==> config.mk <==
export PLATFORM = sky130hd
export DESIGN_NAME = spi_byte_engine
export DESIGN_NICKNAME = d
export VERILOG_FILES = /design/src/rtl/spi_byte_engine_pkg.sv /design/src/rtl/spi_clk_div.sv /design/src/rtl/spi_byte_engine.sv
export SDC_FILE = /design/constraint.sdc
export NUM_CORES = 1
export LEC_CHECK = 0
export ABC_CLOCK_PERIOD_IN_PS = 2400
export CELL_PAD_IN_SITES_DETAIL_PLACEMENT = 2
export CELL_PAD_IN_SITES_GLOBAL_PLACEMENT = 2
export CORE_UTILIZATION = 33
export CTS_CLUSTER_DIAMETER = 200
export CTS_CLUSTER_SIZE = 40
export DETAILED_ROUTE_END_ITERATION = 7
export GPL_TIMING_DRIVEN = 0
export PLACE_DENSITY_LB_ADDON = 0.12
export SLEW_MARGIN = 25
export SYNTH_ARGS = -nofsm -noshare
export SYNTH_HDL_FRONTEND = slang
export SYNTH_SLANG_ARGS = --single-unit
==> constraint.sdc <==
create_clock -name clk -period 2.4 [get_ports clk]
set_input_delay 0.48 -clock clk [delete_from_list [all_inputs] [get_ports clk]]
set_output_delay 0.48 -clock clk [all_outputs]
set_load 0.005 [all_outputs]
==> src/rtl/spi_byte_engine_pkg.sv <==
// Shared SPI definitions: FSM encodings, idle line level and default divider settings.
package spi_byte_engine_pkg;

    typedef enum logic [1:0] {
        ST_IDLE = 2'd0,
        ST_LOW  = 2'd1,
        ST_HIGH = 2'd2
    } spi_state_t;

    localparam logic MOSI_IDLE = 1'b1;

    // Half-period settings assuming a 50 MHz clk: ~397 kHz for SD init, clk/2 when fast.
    localparam logic [7:0] DIV_SD_INIT = 8'd62;
    localparam logic [7:0] DIV_FAST    = 8'd0;

endpackage

==> src/rtl/spi_clk_div.sv <==
// Half-period down-counter: load latches the period, then it reloads itself at terminal count.
module spi_clk_div #(
    parameter int WIDTH = 8
) (
    input  logic             clk,
    input  logic             rst_n,
    input  logic             load,
    input  logic [WIDTH-1:0] load_val,
    input  logic             en,
    output logic             tc
);

    logic [WIDTH-1:0] cnt;
    logic [WIDTH-1:0] period;

    always_ff @(posedge clk or negedge rst_n) begin
        if (!rst_n) begin
            cnt    <= '0;
            period <= '0;
        end else if (load) begin
            cnt    <= load_val;
            period <= load_val;
        end else if (en) begin
            if (cnt == '0) cnt <= period;
            else           cnt <= cnt - 1'b1;
        end
    end

    assign tc = (cnt == '0);

endmodule

==> src/rtl/spi_byte_engine.sv <==
// Mode-0 SPI master byte shifter with a one-entry transmit holding register.
// state   | meaning
// IDLE    | sclk low, mosi high, waiting for a held byte
// LOW     | sclk low half of the current bit
// HIGH    | sclk high half of the current bit
module spi_byte_engine
    import spi_byte_engine_pkg::*;
#(
    parameter int DIV_WIDTH = 8
) (
    input  logic                 clk,
    input  logic                 _reset,
    input  logic [DIV_WIDTH-1:0] clk_div,
    input  logic [7:0]           tx_data,
    input  logic                 tx_valid,
    output logic                 tx_ready,
    output logic [7:0]           rx_data,
    output logic                 rx_valid,
    output logic                 busy,
    input  logic                 abort,
    input  logic                 miso,
    output logic                 mosi,
    output logic                 sclk
);

    spi_state_t state, state_nx;
    logic       hold_full;
    logic [7:0] hold_data;
    logic [7:0] shifter;
    logic [2:0] bit_idx;
    logic       tc, rise, fall, last, load_byte, accept;
    logic       sclk_nx, mosi_nx;

    spi_clk_div #(.WIDTH(DIV_WIDTH)) u_clk_div (
        .clk      (clk),
        .rst_n    (_reset),
        .load     (load_byte),
        .load_val (clk_div),
        .en       (state != ST_IDLE),
        .tc       (tc)
    );

    always_ff @(posedge clk or negedge _reset) begin
        if (!_reset) state <= ST_IDLE;
        else         state <= state_nx;
    end

    always_comb begin
        state_nx = state;
        if (abort) begin
            state_nx = ST_IDLE;
        end else begin
            case (state)
                ST_IDLE: if (hold_full) state_nx = ST_LOW;
                ST_LOW:  if (tc) state_nx = ST_HIGH;
                ST_HIGH: if (tc) state_nx = (bit_idx != 3'd7 || hold_full) ? ST_LOW : ST_IDLE;
                default: state_nx = ST_IDLE;
            endcase
        end
    end

    always_comb begin
        rise      = !abort && (state == ST_LOW) && tc;
        fall      = !abort && (state == ST_HIGH) && tc;
        last      = fall && (bit_idx == 3'd7);
        // A byte waiting at the end of the last bit loads immediately, so sclk never pauses.
        load_byte = !abort && hold_full && ((state == ST_IDLE) || last);
        accept    = !abort && tx_valid && !hold_full;

        sclk_nx = sclk;
        if (abort)     sclk_nx = 1'b0;
        else if (rise) sclk_nx = 1'b1;
        else if (fall) sclk_nx = 1'b0;

        mosi_nx = mosi;
        if (abort)          mosi_nx = MOSI_IDLE;
        else if (load_byte) mosi_nx = hold_data[7];
        else if (last)      mosi_nx = MOSI_IDLE;
        else if (fall)      mosi_nx = shifter[7];
    end

    always_ff @(posedge clk or negedge _reset) begin
        if (!_reset) begin
            sclk      <= 1'b0;
            mosi      <= MOSI_IDLE;
            hold_full <= 1'b0;
            hold_data <= 8'h00;
            shifter   <= 8'h00;
            bit_idx   <= 3'd0;
            rx_data   <= 8'h00;
            rx_valid  <= 1'b0;
        end else begin
            sclk     <= sclk_nx;
            mosi     <= mosi_nx;
            rx_valid <= last;
            if (last) rx_data <= shifter;

            if (abort || load_byte) hold_full <= 1'b0;
            else if (accept)        hold_full <= 1'b1;
            if (accept) hold_data <= tx_data;

            // One register shifts out MSB first while miso fills in from the LSB side.
            if (load_byte) begin
                shifter <= hold_data;
                bit_idx <= 3'd0;
            end else begin
                if (rise)          shifter <= {shifter[6:0], miso};
                if (fall && !last) bit_idx <= bit_idx + 3'd1;
            end
        end
    end

    assign tx_ready = !hold_full;
    assign busy     = (state != ST_IDLE) || hold_full;

endmodule

==> impl_results.md <==
- Clock buffer count from CTS: 5
- Final wirelength: ~6.7 mm
- Number of max-capacitance violations reported: 0
- Element type at the critical path end: flop
- Max-slew violation count: 0
- Area of all placed cells without fillers: 3130 µm²
- Main combinational cell family by area after synthesis: simple AND/OR/NAND/NOR gates
- Top cells by count, synth: 48 x sky130_fd_sc_hd__dfrtp_1, 18 x sky130_fd_sc_hd__mux2_2, 8 x sky130_fd_sc_hd__a221o_1, 8 x sky130_fd_sc_hd__nor2_1, 8 x sky130_fd_sc_hd__o21ai_0
- Share of cell area taken by muxes after synthesis: between 10% and 20%
- Post-synthesis net count: between 200 and 250
- # setup viols final: 0
- Area of the die: 7850 µm²
- WP data required: 2.59 ns
- Ranking of synthesized cells by area: sky130_fd_sc_hd__dfrtp_1 49%, sky130_fd_sc_hd__mux2_2 8.2%, sky130_fd_sc_hd__mux2_4 4.2%, sky130_fd_sc_hd__a221o_1 3.2%, sky130_fd_sc_hd__and3_1 1.8%
- Leftover overflow at the end of global routing: 0
- Cell-by-cell listing of the critical path: ha_2 -> ha_4 -> or4bb_4 -> o31a_4 -> nor2_4 -> buf_12 -> mux2_4
- Most used flip-flop cell after synthesis: sky130_fd_sc_hd__dfrtp_1
- Yosys warnings: 0
- Layout Skew: 0.00483 ns
- Netlist area before placement: 2470 µm²
- CTS Sinks: a little under 50
- Total via count in the routed design: ~1900
- Final-report hold violation count: 0
- CTS tree: done
- Floorplan row count: 31
- Fill cell total of the finished layout: approximately 770
- Highest clock frequency the design can meet: approximately 430 MHz
- Clock network latency to the later pin of the worst-skew pair: ~0.30 ns
- Proportion of synthesized flip-flops having asynchronous set or reset: 100%
- Number of synthesized flops with an enable pin: 0
- Post-Layout Cell Count: 350
- Most frequent cell after synthesis: sky130_fd_sc_hd__dfrtp_1
- Tightest slew margin relative to the limit: 45.6%
- Reg-to-reg endpoint: u_clk_div.period[3]
- Total power: ~2.4 mW
- Startpoint class of the critical path: flop
- Data arrival time of the worst path: 2.53 ns
- Critical path's largest stage delay: 0.52 ns
- Portion of the post-synthesis area used by sequential elements: 49.6%
- Fraction of the mapped netlist area in simple logic gates: 15.4%
- Synthesized instance count: roughly 200
- Final period utilization: ~97%
- IO buf count: 32
- Die span in x: 88.6 µm
- Worst path slowest cell: sky130_fd_sc_hd__or4bb_4
- Flops & latches, synth: 49
- Adder-cell share of the synthesized area: under 10%
- Core region area: a little over 7000 µm²
- Via count normalized by instance count: between 5 and 6
- Maximum VDD drop: ~0.30 mV
- Pin count of the biggest net entering global routing: 50
- Drc violations: 0
- Area fraction in compound gates after synthesis: 15.1%
- Category of cells accounting for the largest share of critical-path delay: simple AND/OR/NAND/NOR gates
- RSZ-0062 raised after global routing: false
- Slew of the pin with the lowest slew margin: between 0.8 and 0.9 ns
- Most area-hungry cell type in the Yosys netlist: sky130_fd_sc_hd__dfrtp_1
- Leakage component of the power: approximately 1.3 nW
- Start-to-end type of the worst setup path: flop to flop
- Time the worst path needs with I/O delays and setup: between 2 and 2.5 ns
- Remaining antenna violation count: 0
- R2R setup slack: between 0.06 and 0.07 ns
- Initial Util: between 30 and 40%
- Starting DRC count in detailed routing: just under 60
- Fraction of final layout cells with drive strength greater than 1: 31.1%
- Final core utilization: 43.2%
- Number of global-route vias before repair: approximately 1900
- Die extent in y: around 89 µm
- Net count, final: between 200 and 300
- Half-perimeter wire length after detailed placement: roughly 4.5 mm
- Result of the run: completed
- DR pass1 iterations: 4
- Buffer and inverter count on the worst path: 1
- Syn_area_per_cell: between 10 and 15 µm²
- Final antenna diode count: 0
- Sum of negative setup slack: 0 ns
- CP max FO: 8
- Clock slew at the register clock pins of the worst setup and hold paths: 0.09 ns
- Hold Crit Class: primary input to asynchronous set/reset pin
- Wire length per cell: roughly 19 µm
- Count of unique library cells instantiated by Yosys: 56
- GPL Wtd Cong: 0.727
- Critical R2R Launch: bit_idx[0]
- Dpl cells: about 330
- Power per standard cell area: roughly 760 nW/µm²
- Clk buf depth: 2
- Xor and xnor fraction of the mapped netlist area: less than 1%
- Cell chosen for the clock root: sky130_fd_sc_hd__clkbuf_8
- Count of cells along the worst register-to-register path: 7
- First-pass GRT wire length: approximately 11 mm
- Antenna violations before repair: 0
- Tot GR Track Use: around 19%
- Count of boundary I/O pins: 34
- CTS H-Tree Depth: 2
- Placement-stage cell area: slightly below 3000 µm²
- Area growth syn-to-layout: 26.5%
- Portion of synthesized cell area occupied by the leading cell type: between 40% and 50%
==> worst reg2reg max path, stage by stage, from the launching register on <==
cell                      delay (ns)
sky130_fd_sc_hd__dfrtp_1        0.38
sky130_fd_sc_hd__ha_2           0.21
sky130_fd_sc_hd__ha_4           0.18
sky130_fd_sc_hd__or4bb_4        0.52
sky130_fd_sc_hd__o31a_4         0.37
sky130_fd_sc_hd__nor2_4         0.12
sky130_fd_sc_hd__buf_12         0.16
sky130_fd_sc_hd__mux2_4         0.30
==> timing repair <==
action                                  CTS  global route
pin swaps                                 2             1
hold buffers                              0             0
endpoints found under the setup margin   37            23
setup buffers                             6             3
resized for setup                         8             4
==> layer usage <==
layer / vias to the layer above / wire [µm] / global-route usage [%]
met2: 36 / 3180 / 29.2
met1: 970 / 3270 / 27.2
met3: 4 / 189 / 3.36
li1: 866 / - / -
met5: - / 0 / 0
met4: 0 / 29 / 2.64
==> sequential cells by signal (all words and copies together), names as in the netlist <==
register and cells:
state 2, hold_data 8, u_clk_div.period 8, mosi 1, sclk 1, shifter 8
hold_full 1, rx_valid 1, u_clk_div.cnt 8, bit_idx 3, rx_data 8
==> area by class of cell <==
class | count | area, µm² | share of cell area (%)
Buffer | 10 | 80.1 | 2.56
Clock buffer | 6 | 72.6 | 2.32
Clock inverter | 2 | 15.0 | 0.480
Inverter | 4 | 15.0 | 0.480
Multi-Input combinational cell | 139 | 1210 | 38.6
Sequential cell | 49 | 1230 | 39.2
Tap cell | 99 | 124 | 3.96
Timing Repair Buffer | 41 | 385 | 12.3
==> per-stage QoR <==
stage | worst slack (ns) | hold slack, ns
after floorplan | 0.0463 | 0.184
after global placement | -0.724 | 0.483
after detailed placement | -0.352 | 0.496
after CTS | 0.0146 | 0.225
after global routing | 0.000566 | 0.240
final | 0.0602 | 0.202
==> how the worst max path moves through the flow <==
| stage | from | end | slack [ns] | cells after the start |
|---|---|---|---|---|
| after floorplan | u_clk_div.cnt[0] | u_clk_div.period[0] | 0.05 | 8 |
| after global placement | _reset | u_clk_div.cnt[7] | -0.72 | 1 |
| after CTS | bit_idx[0] | u_clk_div.period[3] | 0.01 | 7 |
| after global routing | bit_idx[0] | u_clk_div.period[3] | 0.0006 | 7 |
| after detailed placement | u_clk_div.cnt[0] | shifter[2] | -0.35 | 7 |
| final | bit_idx[0] | u_clk_div.period[3] | 0.06 | 7 |
==> report_power, final <==
part	total [mW]	switching (mW)	leakage (nW)	internal [mW]
logic	0.728	0.347	0.650	0.381
clock network	0.497	0.291	0.0374	0.206
registers	1.15	0.149	0.613	0.997
total	2.37	0.786	1.30	1.58
==> cells by family (layout without fill, tap and decap cells) <==
family | after synthesis | count (layout)
compound gates | 46 | 46
fa+ha+maj | 3 | 3
flops | 49 | 49
mux | 29 | 29
xor+xnor | 2 | 2
simple gates | 59 | 59
buf+inv | 14 | 63
==> cells in the final DEF, fill, tap and decap left out, types with 4 or more instances in the layout <==
master	instances
sky130_fd_sc_hd__dfrtp_1	47
sky130_fd_sc_hd__clkdlybuf4s50_1	31
sky130_fd_sc_hd__mux2_2	18
sky130_fd_sc_hd__buf_4	12
sky130_fd_sc_hd__nor2_1	8
sky130_fd_sc_hd__o21ai_0	8
sky130_fd_sc_hd__a221o_1	8
sky130_fd_sc_hd__mux2_4	7
sky130_fd_sc_hd__and3_1	7
sky130_fd_sc_hd__nand2_1	6
sky130_fd_sc_hd__a21oi_1	5
sky130_fd_sc_hd__clkbuf_8	5
sky130_fd_sc_hd__inv_1	4
sky130_fd_sc_hd__o31ai_1	4
(Power assumes the default switching activity.)
